<file path="config.mk">
export PLATFORM = sky130hd
export DESIGN_NAME = riscv_muldiv_unit
export DESIGN_NICKNAME = d
export VERILOG_FILES = /design/src/rtl/riscv_muldiv_unit.sv
export SDC_FILE = /design/constraint.sdc
export NUM_CORES = 2
export LEC_CHECK = 0
export CAP_MARGIN = 20
export CORE_ASPECT_RATIO = 0.75
export CORE_MARGIN = 8
export CORE_UTILIZATION = 31
export CTS_CLUSTER_SIZE = 20
export DETAILED_ROUTE_END_ITERATION = 8
export HOLD_SLACK_MARGIN = 0.05
export PLACE_DENSITY = 0.43
export SYNTH_ARGS = -nofsm -noshare
export SYNTH_HDL_FRONTEND = slang
export SYNTH_SLANG_ARGS = --single-unit
</file>
<file path="constraint.sdc">
create_clock -name clk -period 8.8 [get_ports clk]
set_input_delay 0.88 -clock clk [delete_from_list [all_inputs] [get_ports clk]]
set_output_delay 0.88 -clock clk [all_outputs]
set_load 0.005 [all_outputs]
</file>
<file path="src/rtl/riscv_muldiv_unit.sv">
// RV32M multiply/divide execute unit: single-cycle multiply, 32-step restoring divider.
// Optional RISCV_MULDIV_EARLY_OUT_EN: divides with |dividend| < |divisor| finish on the fast path.
module riscv_muldiv_unit #(
   parameter int XLEN       = 32,
   parameter int DIV_CYCLES = 32
) (
   input  logic            clk,
   input  logic            rst,
   input  logic            start,
   input  logic [2:0]      funct3,
   input  logic [XLEN-1:0] op_a,
   input  logic [XLEN-1:0] op_b,
   input  logic [4:0]      rd_addr,
   output logic            busy,
   output logic            done,
   output logic [XLEN-1:0] result,
   output logic [4:0]      w_addr,
   output logic            w_en
);

   typedef enum logic [1:0] {S_IDLE, S_FAST, S_DIV, S_DONE} state_t;

   localparam logic [XLEN-1:0] MIN_NEG = {1'b1, {(XLEN-1){1'b0}}};

   state_t          state_q, state_d;
   logic [2:0]      f_q, f_d;
   logic [XLEN-1:0] a_q, a_d;      // dividend, then shifted quotient during DIV
   logic [XLEN-1:0] b_q, b_d;
   logic [XLEN-1:0] rem_q, rem_d;
   logic [4:0]      rd_q, rd_d;
   logic [4:0]      cnt_q, cnt_d;
   logic            prep_q, prep_d;
   logic            negq_q, negq_d;
   logic            negr_q, negr_d;
   logic [XLEN-1:0] res_q, res_d;
   logic [4:0]      waddr_q, waddr_d;

   function automatic logic [XLEN-1:0] mag(input logic [XLEN-1:0] v, input logic sgn);
      return (sgn && v[XLEN-1]) ? -v : v;
   endfunction

   logic            ovf_in, early_in, sgn_q, ovf_q;
   logic signed [63:0] mul_a, mul_b, prod;
   logic [XLEN-1:0] fast_res, q_n, rem_n;
   logic [XLEN:0]   rem_sh, diff;
   logic            qbit;

   assign ovf_in = funct3[2] && !funct3[0] && (op_a == MIN_NEG) && (op_b == '1);
`ifdef RISCV_MULDIV_EARLY_OUT_EN
   assign early_in = funct3[2] && (op_b != '0) &&
                     (mag(op_a, !funct3[0]) < mag(op_b, !funct3[0]));
`else
   assign early_in = 1'b0;
`endif

   assign sgn_q = !f_q[0];
   assign ovf_q = sgn_q && (a_q == MIN_NEG) && (b_q == '1);

   // Fast path: full 64-bit product of sign/zero-extended operands, or a special-case divide
   always_comb begin
      mul_a    = $signed({{32{(f_q == 3'd1 || f_q == 3'd2) && a_q[XLEN-1]}}, a_q});
      mul_b    = $signed({{32{(f_q == 3'd1) && b_q[XLEN-1]}}, b_q});
      prod     = mul_a * mul_b;
      fast_res = '0;
      if (!f_q[2])
         fast_res = (f_q == 3'd0) ? prod[31:0] : prod[63:32];
      else if (b_q == '0)
         fast_res = f_q[1] ? a_q : '1;
      else if (ovf_q)
         fast_res = f_q[1] ? '0 : MIN_NEG;
      else
         fast_res = f_q[1] ? a_q : '0;
   end

   // One restoring step: shift in the next dividend bit, subtract if it fits
   always_comb begin
      rem_sh = {rem_q, a_q[XLEN-1]};
      diff   = rem_sh - {1'b0, b_q};
      qbit   = !diff[XLEN];
      rem_n  = qbit ? diff[XLEN-1:0] : rem_sh[XLEN-1:0];
      q_n    = {a_q[XLEN-2:0], qbit};
   end

   always_comb begin
      state_d = state_q;
      f_d     = f_q;
      a_d     = a_q;
      b_d     = b_q;
      rem_d   = rem_q;
      rd_d    = rd_q;
      cnt_d   = cnt_q;
      prep_d  = prep_q;
      negq_d  = negq_q;
      negr_d  = negr_q;
      res_d   = res_q;
      waddr_d = waddr_q;
      case (state_q)
         S_IDLE: begin
            if (start) begin
               f_d    = funct3;
               a_d    = op_a;
               b_d    = op_b;
               rd_d   = rd_addr;
               cnt_d  = '0;
               rem_d  = '0;
               prep_d = 1'b1;
               if (!funct3[2] || (op_b == '0) || ovf_in || early_in)
                  state_d = S_FAST;
               else
                  state_d = S_DIV;
            end
         end
         S_FAST: begin
            res_d   = fast_res;
            waddr_d = rd_q;
            state_d = S_DONE;
         end
         S_DIV: begin
            if (prep_q) begin
               // first DIV cycle converts to magnitudes and records result signs
               a_d    = mag(a_q, sgn_q);
               b_d    = mag(b_q, sgn_q);
               negq_d = sgn_q && (a_q[XLEN-1] ^ b_q[XLEN-1]);
               negr_d = sgn_q && a_q[XLEN-1];
               rem_d  = '0;
               prep_d = 1'b0;
            end else begin
               a_d   = q_n;
               rem_d = rem_n;
               cnt_d = cnt_q + 5'd1;
               if (cnt_q == 5'(DIV_CYCLES-1)) begin
                  if (f_q[1])
                     res_d = negr_q ? -rem_n : rem_n;
                  else
                     res_d = negq_q ? -q_n : q_n;
                  waddr_d = rd_q;
                  state_d = S_DONE;
               end
            end
         end
         S_DONE: state_d = S_IDLE;
         default: state_d = S_IDLE;
      endcase
   end

   always_ff @(posedge clk) begin
      if (rst) begin
         state_q <= S_IDLE;
         f_q     <= '0;
         a_q     <= '0;
         b_q     <= '0;
         rem_q   <= '0;
         rd_q    <= '0;
         cnt_q   <= '0;
         prep_q  <= 1'b0;
         negq_q  <= 1'b0;
         negr_q  <= 1'b0;
         res_q   <= '0;
         waddr_q <= '0;
      end else begin
         state_q <= state_d;
         f_q     <= f_d;
         a_q     <= a_d;
         b_q     <= b_d;
         rem_q   <= rem_d;
         rd_q    <= rd_d;
         cnt_q   <= cnt_d;
         prep_q  <= prep_d;
         negq_q  <= negq_d;
         negr_q  <= negr_d;
         res_q   <= res_d;
         waddr_q <= waddr_d;
      end
   end

   assign busy   = (state_q != S_IDLE);
   assign done   = (state_q == S_DONE);
   assign w_en   = done;
   assign result = res_q;
   assign w_addr = waddr_q;

endmodule

</file>
==> run_results.csv <==
group,metric,value,unit
global_route,antenna_found_initial,17,
floorplan,start_util,31.17,%
yosys,synth.avg_cell_area,8.309,sq um
yosys,syn-num-nets,7544,
pwr,powerDensity,339.9,nW/um^2
clocking,cts_tree,"done",
cells_and_area,final_layout_size_suffix_gt1_share,8.267,%
sta,fin_skew,0.01680,ns
clocking,htree_num_levels,4,
sta,final-setup-viol-count,0,
yosys,async_reset_ff_share,0,%
routing,first_pass_iters,6,
sta,relSlewSlack,20.00,%
routing,drtIter0Drc,4197,
cells_and_area,final_cells,8345,
worst_setup_path,rr_worst_depth,30,
yosys,syn_inst,6086,
placement,gp_congestion,0.9332,
floorplan,die_h,365.8,microns
worst_setup_path,reg2reg_slack,0.19,ns
clocking,cts_buffer_depth,2,
yosys,ys_types,85,
routing,wl_per_cell,26.06,microns
global_route,grt_pass1_wl,321400,microns
yosys,mappedNetlistArea,50570,sq um
sta,layout_setup_ws,0.1922,ns
yosys,synth_common_cells,"1226 x inv_1, 1126 x fa_1, 993 x nand2_1, 335 x clkbuf_1, 335 x nor2_1",
sta,rsz0062_at_grt,"no",
cells_and_area,utilization,35.15,%
worst_hold_path,worstHoldPathCells,2,
yosys,yosysTopAreaCellShare,44.58,%
worst_hold_path,worstHoldEndpoint,"w_addr[2]$_SDFFE_PP0P_",
global_route,overflow,0,
placement,dpl_cell_area,56040,sq um
cells_and_area,layout.nets,7638,
worst_setup_path,r2r-start,"b_q[4]$_SDFFE_PP0P_",
sta,post-route-period-util,97.82,%
worst_setup_path,critical-path-slowest-cell,"or4_4",
routing,drc_errors,0,
floorplan,design.die.area,176400,sq um
yosys,yosysWarnings,0,
worst_hold_path,holdCritStartpoint,"rd_q[2]$_SDFFE_PP0P_",
routing,vias_per_cell,5.224,
yosys,ys_ff_latch,151,
cells_and_area,final_cell_area,57030,sq um
global_route,grt_pass1_vias,45180,
floorplan,core-area,162200,sq um
placement,dp_slack,0.04958,ns
run,maxCapViolations,0,
worst_setup_path,startpoint_type,"flop",
worst_setup_path,path_common_cell,"fa_1",
worst_setup_path,path_max_fanout,13,
clocking,root_buffer,"clkbuf_16",
sta,fin_setup_tns,0,ns
clocking,clk_pin_slew_worst_paths,0.07,ns
yosys,synth_edf_count,0,
sta,worstMarginPinSlew,1.196,ns
worst_setup_path,worstSetupPathType,"reg -> reg",
sta,slew_violations,0,
worst_setup_path,max_stage_delay,0.57,ns
global_route,grtUsageTotal,24.52,%
yosys,seq_area_frac_synth,5.978,%
clocking,clk-insertion-delay-late,0.47,ns
worst_setup_path,worst_setup_path_end_kind,"flop",
placement,portBuffers,114,
floorplan,ios,115,
global_route,grt_max_degree,82,
yosys,synth_ff_type,"dfxtp_1",
sta,whs,0.4536,ns
routing,drtAntennaViolNets,0,
placement,dpl.hpwl,179800,microns
yosys,synth.area.top_cells,"fa_1 45%, inv_1 9.1%, nand2_1 7.4%, ha_1 6.4%, dfxtp_1 6.0%",
pwr,peakVddDrop,0.2446,mV
pwr,fin_total_pwr,19.38,mW
sta,timing_hold_violations_final,0,
yosys,synth_most_common_cell,"inv_1",
clocking,cts_buffers,17,
clocking,cts-hold-fix-buffers,0,
sta,max_freq,116.2,MHz
worst_setup_path,worstPathArrival,9.02,ns
worst_setup_path,cp.required,9.21,ns
routing,wl,217500,microns
placement,place_inst,8296,
cells_and_area,area_growth,12.79,%
floorplan,die_w,482.4,microns
worst_hold_path,hold_class,"reg -> reg",
clocking,cts.sinks,151,
routing,vias,43600,
sta,min_period,8.608,ns
status,outcome,"complete, no violations",
yosys,synth_top_area_cell,"fa_1",
pwr,p_leak,25.66,nW
worst_setup_path,r2r_end,"result[12]$_SDFFE_PP0P_",
floorplan,rows,128,
-- critical path, delay by kind of cell, from the launching register on --
family | cells | cell delay, ns
compound gates | 7 | 1.53
xor+xnor | 1 | 0.14
fa+ha+maj | 9 | 4.37
buf+inv | 8 | 0.98
flops | 1 | 0.51
simple gates | 5 | 0.99
-- final cells by class --
cell class / count / area, sq um
clock inverter: 13 / 191.4
fill: 17110 / 105200
antenna: 7 / 17.52
timing repair buffer: 469 / 4282
sequential: 151 / 3136
clock buffer: 19 / 452.9
tap: 2145 / 2684
multi-input combinational: 4311 / 41640
inverter: 1230 / 4624
-- registers in the layout (all words and copies together) (netlist names) --
signal	cells
a_q	32
b_q	32
cnt_q	5
f_q	3
negq_q	1
negr_q	1
prep_q	1
rd_q	5
rem_q	32
result	32
state_q	2
w_addr	5
-- layer usage --
metal  track usage [%]  wire (microns)
met5            0.8984             243
met2             34.66           87690
met3             5.685           19500
met1             37.11          103200
met4             6.512            6824
-- layout by cell type, fill, tap and decap left out, types with 34 or more instances in the layout --
master and count:
a211oi_1 38, a21o_1 49, a21oi_1 241, and2_1 257, buf_12 34, buf_4 316, clkdlybuf4s50_1 113, dfxtp_1 99
fa_1 1122, ha_1 255, inv_1 1222, nand2_1 992, nand3_1 49, nor2_1 332, nor3_1 55, nor4_1 48
o211ai_1 46, o21ai_0 165, xnor2_1 91, xor2_1 55
-- worst max-delay path by stage --
stage | endpoint | start | slack [ns]
6_report | result[12]$_SDFFE_PP0P_ | b_q[4]$_SDFFE_PP0P_ | 0.19
5_1_grt | result[25]$_SDFFE_PP0P_ | a_q[31]$_SDFFE_PP0P_ | 0.007
4_1_cts | result[12]$_SDFFE_PP0P_ | a_q[20]$_SDFFE_PP0P_ | 0.007
3_5_place_dp | result[27]$_SDFFE_PP0P_ | f_q[2]$_SDFFE_PP0P_ | 0.05
3_3_place_gp | result[22]$_SDFFE_PP0P_ | f_q[2]$_SDFFE_PP0P_ | -0.02
2_1_floorplan | result[31]$_SDFFE_PP0P_ | f_q[0]$_SDFFE_PP0P_ | 0.003
-- logic make-up after synthesis --
kind of cell / Yosys count / share of synthesized area, %
simple gates: 1935 / 17.33
mux: 29 / 0.5839
flops: 151 / 5.978
buf+inv: 1624 / 12.09
fa+ha+maj: 1383 / 50.94
xor+xnor: 147 / 2.546
compound gates: 817 / 10.53
-- power by group --
part	internal [mW]	switching [mW]	total, mW
sequential	0.886	0.517	1.40
combinational	5.99	11.1	17.1
clock	0.495	0.379	0.873
total	7.37	12.0	19.4
-- what timing repair did --
item	CTS	global route
endpoints found under the hold margin	0	0
gates resized for setup	1	59
setup buffers	0	8
pin swaps	0	11
setup endpoints to repair	4	21
gates cloned	0	1
Note: power is estimated with default switching activity, not from simulation.
